**config.mk**
```make
export PLATFORM = sky130hd
export DESIGN_NAME = mux2_share_arbiter
export DESIGN_NICKNAME = d
export VERILOG_FILES = /design/src/rtl/mux2_share_arbiter.sv
export SDC_FILE = /design/constraint.sdc
export NUM_CORES = 1
export LEC_CHECK = 0
export CAP_MARGIN = 20
export CORE_MARGIN = 8
export CORE_UTILIZATION = 40
export CTS_CLUSTER_SIZE = 24
export DETAILED_ROUTE_END_ITERATION = 16
export PLACE_DENSITY = 0.75
export SLEW_MARGIN = 20
export SYNTH_ARGS = -nofsm -noshare
export SYNTH_HDL_FRONTEND = slang
export SYNTH_SLANG_ARGS = --single-unit
```
**constraint.sdc**
```tcl
create_clock -name CLK -period 2.13 [get_ports CLK]
set_clock_uncertainty 0.2 [all_clocks]
set_input_delay 0.426 -clock CLK [delete_from_list [all_inputs] [get_ports CLK]]
set_output_delay 0.426 -clock CLK [all_outputs]
set_load 0.02 [all_outputs]
```
**src/rtl/mux2_share_arbiter.sv**
```systemverilog
`default_nettype none
// ============================================================================
// Module   : mux2_share_arbiter
// Purpose  : Round-robin owner of a shared 2:1 byte mux feeding a 1-entry
//            valid/ready output stage. Optional MUX2_ARB_LOCK_EN adds LOCK.
// Revision : 1.0 - initial release
// ============================================================================
module mux2_share_arbiter #(
  parameter int WIDTH    = 8,
  parameter int HOLD_MAX = 4
) (
  input  logic             CLK,
  input  logic             RESET,
  input  logic             REQ0,
  input  logic [WIDTH-1:0] DIN0,
  input  logic             REQ1,
  input  logic [WIDTH-1:0] DIN1,
`ifdef MUX2_ARB_LOCK_EN
  input  logic             LOCK,
`endif
  input  logic             DREADY,
  output logic             GNT0,
  output logic             GNT1,
  output logic             ACK0,
  output logic             ACK1,
  output logic             SEL,
  output logic [WIDTH-1:0] DOUT,
  output logic             DVALID
);

  // State bits are the grant flops themselves: bit0 = GNT0, bit1 = GNT1.
  localparam logic [1:0] S_IDLE = 2'b00;
  localparam logic [1:0] S_OWN0 = 2'b01;
  localparam logic [1:0] S_OWN1 = 2'b10;
  localparam logic [4:0] C_HOLD = 5'(HOLD_MAX);

  logic [1:0]       state_q, state_d;
  logic             last_q, last_d;
  logic [3:0]       cnt_q, cnt_d;
  logic [WIDTH-1:0] dout_q, dout_d;
  logic             dvalid_q, dvalid_d;

  logic             w_slot_free;
  logic             w_ack0, w_ack1;
  logic             w_lock;
  logic [4:0]       w_cnt_inc;
  logic             w_at_limit;

`ifdef MUX2_ARB_LOCK_EN
  assign w_lock = LOCK;
`else
  assign w_lock = 1'b0;
`endif

  always_ff @(posedge CLK or posedge RESET) begin
    if (RESET) begin
      state_q  <= S_IDLE;
      last_q   <= 1'b1;
      cnt_q    <= 4'd0;
      dout_q   <= '0;
      dvalid_q <= 1'b0;
    end else begin
      state_q  <= state_d;
      last_q   <= last_d;
      cnt_q    <= cnt_d;
      dout_q   <= dout_d;
      dvalid_q <= dvalid_d;
    end
  end

  // Limit test uses >= so a counter parked at HOLD_MAX by LOCK rotates on the next beat.
  assign w_cnt_inc  = {1'b0, cnt_q} + 5'd1;
  assign w_at_limit = (w_cnt_inc >= C_HOLD);

  always_comb begin
    state_d = state_q;
    last_d  = last_q;
    cnt_d   = cnt_q;
    case (state_q)
      S_IDLE: begin
        if (REQ0 && (!REQ1 || last_q)) begin
          state_d = S_OWN0;
          last_d  = 1'b0;
          cnt_d   = 4'd0;
        end else if (REQ1) begin
          state_d = S_OWN1;
          last_d  = 1'b1;
          cnt_d   = 4'd0;
        end
      end
      S_OWN0: begin
        if (!REQ0) begin
          state_d = REQ1 ? S_OWN1 : S_IDLE;
          last_d  = REQ1 ? 1'b1 : last_q;
          cnt_d   = 4'd0;
        end else if (w_ack0) begin
          if (w_lock) begin
            cnt_d = w_at_limit ? C_HOLD[3:0] : w_cnt_inc[3:0];
          end else if (w_at_limit) begin
            cnt_d = 4'd0;
            if (REQ1) begin
              state_d = S_OWN1;
              last_d  = 1'b1;
            end
          end else begin
            cnt_d = w_cnt_inc[3:0];
          end
        end
      end
      S_OWN1: begin
        if (!REQ1) begin
          state_d = REQ0 ? S_OWN0 : S_IDLE;
          last_d  = REQ0 ? 1'b0 : last_q;
          cnt_d   = 4'd0;
        end else if (w_ack1) begin
          if (w_lock) begin
            cnt_d = w_at_limit ? C_HOLD[3:0] : w_cnt_inc[3:0];
          end else if (w_at_limit) begin
            cnt_d = 4'd0;
            if (REQ0) begin
              state_d = S_OWN0;
              last_d  = 1'b0;
            end
          end else begin
            cnt_d = w_cnt_inc[3:0];
          end
        end
      end
      default: begin
        state_d = S_IDLE;
        cnt_d   = 4'd0;
      end
    endcase
  end

  always_comb begin
    w_slot_free = ~dvalid_q | DREADY;
    w_ack0      = state_q[0] & REQ0 & w_slot_free;
    w_ack1      = state_q[1] & REQ1 & w_slot_free;
    dout_d      = dout_q;
    dvalid_d    = dvalid_q;
    if (w_ack0) begin
      dout_d   = DIN0;
      dvalid_d = 1'b1;
    end else if (w_ack1) begin
      dout_d   = DIN1;
      dvalid_d = 1'b1;
    end else if (DREADY) begin
      dvalid_d = 1'b0;
    end
  end

  assign GNT0   = state_q[0];
  assign GNT1   = state_q[1];
  assign SEL    = state_q[1];
  assign ACK0   = w_ack0;
  assign ACK1   = w_ack1;
  assign DOUT   = dout_q;
  assign DVALID = dvalid_q;

endmodule
`default_nettype wire

```
# Word-level counts from Yosys, hierarchy flattened
# Cells that the tools add are included.
[totals] ff_bits=16 inputBits=21
[op_classes] addsub=1 order_cmp=1 eq_ne=8 n_mux=35 n_bitwise=6 n_reduce_logical=10
[op_table] op="$mux W4" n=7
[op_table] op="$mux W2" n=10
[op_table] op="$ne A3 B3 Y1 const B" n=6
[op_table] op="$mux W8" n=2
[op_table] op="$mux W1" n=13
[op_table] op="$pmux W4 S3" n=1
[op_table] op="$reduce_and A5 Y1" n=2
[op_table] op="$pmux W2 S3" n=1
[op_table] op="$reduce_bool A3 Y1" n=2
[op_table] op="$add A4 B1 Y5 const B" n=1
[op_table] op="$ge A5 B3 Y1 const B" n=1
[op_table] op="$and A1 B1 Y1" n=4
[op_table] op="$pmux W1 S3" n=1
[op_table] op="$reduce_and A3 Y1" n=1
[op_table] op="$eq A2 B1 Y1 const B" n=1
[op_table] op="$eq A2 B2 Y1 const B" n=1
[op_table] op="$logic_not A2 Y1" n=1
[op_table] op="$reduce_bool A2 Y1" n=1
[op_table] op="$logic_and A1 B1 Y1" n=1
[op_table] op="$logic_not A1 Y1" n=1
[op_table] op="$logic_or A1 B1 Y1" n=1
[op_table] op="$not A1 Y1" n=1
[op_table] op="$or A1 B1 Y1" n=1

# Depth between registers and ports, before layout
# Gate-level depths: netlist of the first run.
[logic_depth] word_depth=6 ltp_mapped=7 mapped_depth_nobuf=7

# Worst setup path before layout of the first run
# No wires, ideal clock.
[synth_timing] path_type="register -> register" from="register state_q[1]" to="register last_q" setup_time_ns=0.085 arrival_ns=1.859 required_time_ns=1.845 setup_slack_ns=-0.013 path_stages_with_launch=8 n_path_buf=0 path_cell_list="dfrtp_1 -> inv_1 -> ha_1 -> a22oi_4 -> a21oi_2 -> or2_1 -> nor3_2 -> mux2_1"
[synth_via] elab_chain_cells=4
[synth_lines] item="from (decl)" line="37" source="logic [1:0] state_q, state_d;"
[synth_lines] item="from (signal assigned)" line="63" source="state_q <= state_d;"
[synth_lines] item="$and A1 B1 Y1 (2 in a row)" line="139" source="w_ack1 = state_q[1] & REQ1 & w_slot_free;"
[synth_lines] item="$ne A3 B3 Y1 (no line)"
[synth_lines] item="$reduce_and A5 Y1 (no line)"
[synth_lines] item="to (signal assigned)" line="64" source="last_q <= last_d;"
[synth_lines] item="to (decl)" line="38" source="logic last_q, last_d;"
# Parallel ways exist; a longest one is shown, timed or not.
# A chain may end at the register's enable or synchronous reset.

# Final worst setup path of the first run
[layout_timing] from="input DREADY" to="output ACK0"
[layout_via] elab_chain_cells=2
[layout_lines] item="from (decl)" line="21" source="input logic DREADY,"
[layout_lines] item="$or A1 B1 Y1" line="137" source="w_slot_free = ~dvalid_q | DREADY;"
[layout_lines] item="$and A1 B1 Y1" line="138" source="w_ack0 = state_q[0] & REQ0 & w_slot_free;"
[layout_lines] item="to (decl)" line="24" source="output logic ACK0,"
# No other way between the ends.

==> flow_metrics.tcl, run 1 <==
set metrics [dict create \
    seq_area_sq_um 404 \
    grt_usage_pct 12.6 \
    synth_top_area_share_pct 38.0 \
    ir_drop_uv 707 \
    drive_gt1_share_pct 19.2 \
    die_area_sq_um 4320 \
    synth_seq_area_share_pct 40.6 \
    cts_tree "done" \
    io_pins 35 \
    dp_cells 172 \
    clk_latency_ns 0.29 \
    antenna_found_initial 0 \
    timing.final.crit_period_ns 2.05 \
    drt-total-wl_um 2620 \
    nFillCells 221 \
    syn_nets 130 \
    grt_setup_unrepaired "false" \
    start_kind "input port" \
    synth_edf_count 0 \
    reg2regPathDepth 7 \
    use_met1_pct 15.1 \
    path_max_fanout 3 \
    outcome "completed" \
    place_ws_ns -0.344 \
    coreArea_sq_um 2410 \
    grt_use_met3_pct 4.25 \
    netlist_area_sq_um 988 \
    r2r_slack_ns 0.09 \
    power.density_nw_per_um2 1290 \
    die_h_um 65.7 \
    switching_share_pct 40.9 \
    routabilityCongestion 0.902 \
    fin_cells 176 \
    final_util_pct 59.7 \
    cts_htree_levels 1 \
    syn_inst 103 \
    area_delta_synth_final_pct 45.4 \
    grt_max_degree 18 \
    timing.rr.end "last_q" \
    clockBufferDepth 2 \
    chipWidth_um 65.7 \
    cts_sinks 16 \
    cts_inserted_buffers 3 \
    wire_per_inst_um 14.9 \
    drcViolationCount 0 \
    syn_avg_cell_area_sq_um 9.60 \
    hold_viol_final 0 \
    cp.arrival_ns 1.42 \
    start_util_pct 41.0 \
    p_sw_uw 757 \
    dpl.hpwl_um 2110 \
    cp.required_ns 1.50 \
    busiest_layer "met2" \
    postCtsSetupBuffers 0 \
    synth-seq-cells 16 \
    maxCapViolations 0 \
    clockRootBuffer "clkbuf_4" \
    crit_path_end_kind "output pin" \
    synth_area_leaders "dfrtp_1 38%, mux2i_1 8.1%, ha_1 7.6%, o21ai_0 6.1%, nand2_1 3.8%" \
    p_int_uw 1090 \
    grt_pass1_wl_um 4350 \
    ys.flop_type "dfrtp_1" \
    async_flop_share_pct 100 \
    antenna_left 0 \
    max_freq_mhz 488 \
    synth.largest_area_cell "dfrtp_1" \
    grt_pass1_vias 955 \
    synth_cell_types 31 \
    critPathKind "in -> out" \
    finalSetupViolCount 0 \
    synth_top_cells_by_count "15 x dfrtp_1, 12 x o21ai_0, 10 x nand2_1, 8 x mux2i_1, 7 x inv_1" \
    min_path_type "in -> async" \
    postPlaceCellArea_sq_um 1400 \
    leakagePower_uw 0.000647 \
    multiInputGateArea_sq_um 518 \
    firstDrtPassIters 5 \
    slew_headroom_pct 60.0 \
    slew_violations 0 \
    std_cell_rows 18 \
    design_area_sq_um 1440 \
    setup_slack_ns 0.0811 \
    via_per_inst 5.18 \
    seqPwrFrac_pct 28.9 \
    met2_usage_pct 20.2 \
    nets 174 \
    vias 911 \
    portBuffers 34 \
    drtIter0Drc 14 \
    pwr-share-comb_pct 60.3 \
    overflow 0 \
    r2r_start "state_q[0]" \
    fin_crit_sh_pct 96.2 \
    yosysWarnings 0 \
    path_clk_slew_ns 0.10 \
    pwr-share-clk_pct 10.7 \
    antenna_cells 0 \
    synth.most_common_cell "dfrtp_1" \
    worst_pin_slew_ns 0.599 \
]
worst max path at each step:
| stage | slack, ns | end | start |
|---|---|---|---|
| global placement | -0.30 | ACK1 | DREADY |
| detailed placement | -0.34 | ACK1 | DREADY |
| finish | 0.08 | ACK0 | DREADY |
| global route | 0.002 | last_q | state_q[0] |
| CTS | 0.03 | last_q | state_q[1] |
| floorplan | 0.03 | last_q | state_q[0] |
through the flow:
step	setup TNS (ns)	power, uW	hold WS (ns)
after floorplan	0	1190	0.139
after global placement	-0.976	1620	0.283
after detailed placement	-1.12	1670	0.323
after CTS	0	1870	0.316
after global routing	0	1990	0.359
final	0	1850	0.302
worst max-delay path: stages:
cell and delay [ns]:
clkdlybuf4s50_1 0.45, nand2b_1 0.16, and3_1 0.21, buf_2 0.18
registers in the layout (all words and copies together), names as in the netlist:
register and count:
DOUT 8, cnt_q 4, state_q 2, DVALID 1
last_q 1
power groups by stage:
stage          logic [uW]  clock network, uW  registers [uW]
2_1_floorplan         535                  0             652
4_1_cts              1130                206             534
3_3_place_gp         1090                  0             528
5_1_grt              1220                220             551
6_report             1120                199             535
3_5_place_dp         1130                  0             537
layer usage:
metal / vias to the layer above / wire length [um]
li1: 442 / -
met2: 36 / 1180
met4: 0 / 24
met5: - / 0
met1: 429 / 1140
met3: 4 / 273
layout make-up:
class | instances | area share (%)
sequential | 16 | 28.1
inverter | 7 | 1.83
timing repair buffer | 45 | 28.9
multi-input combinational | 74 | 36.0
clock buffer | 4 | 2.52
tap | 30 | 2.61
what timing repair did:
action | CTS | global route
cloned | 0 | 0
resized for setup | 9 | 3
pin swaps | 0 | 0
endpoints found under the setup margin | 3 | 3
endpoints found under the hold margin | 0 | 0
hold buffers | 0 | 0
cells by family (layout without fill, tap and decap cells):
| logic type | count (synthesis) | count (layout) | share of synthesized area [%] |
|---|---|---|---|
| buf+inv | 13 | 56 | 7.47 |
| mux | 10 | 10 | 10.4 |
| compound gates | 26 | 26 | 17.3 |
| simple gates | 32 | 32 | 16.6 |
| flops | 16 | 16 | 40.6 |
| fa+ha+maj | 6 | 6 | 7.59 |
layout by cell type (no fill, tap or decap), types with 3 or more instances in the layout:
cell	synthesis	final
a21oi_1	3	3
buf_4	2	11
clkbuf_4	0	3
clkdlybuf4s50_1	0	31
dfrtp_1	15	13
ha_1	6	5
inv_1	7	7
mux2i_1	8	8
nand2_1	10	9
nand2b_1	3	3
nand3_1	5	5
nor2_1	4	4
nor2b_1	3	3
o21ai_0	12	12
(Power assumes the default switching activity.)
==> inputs of run 2 (changes only) <==
--- a/config.mk
+++ b/config.mk
@@ -5,6 +5,7 @@
 export SDC_FILE = /design/constraint.sdc
 export NUM_CORES = 1
 export LEC_CHECK = 0
+export ABC_CLOCK_PERIOD_IN_PS = 2130
 export CAP_MARGIN = 20
 export CORE_MARGIN = 8
 export CORE_UTILIZATION = 40
==> results of run 2 <==
No change in the layout: final DEF, timing and power equal those of run 1.
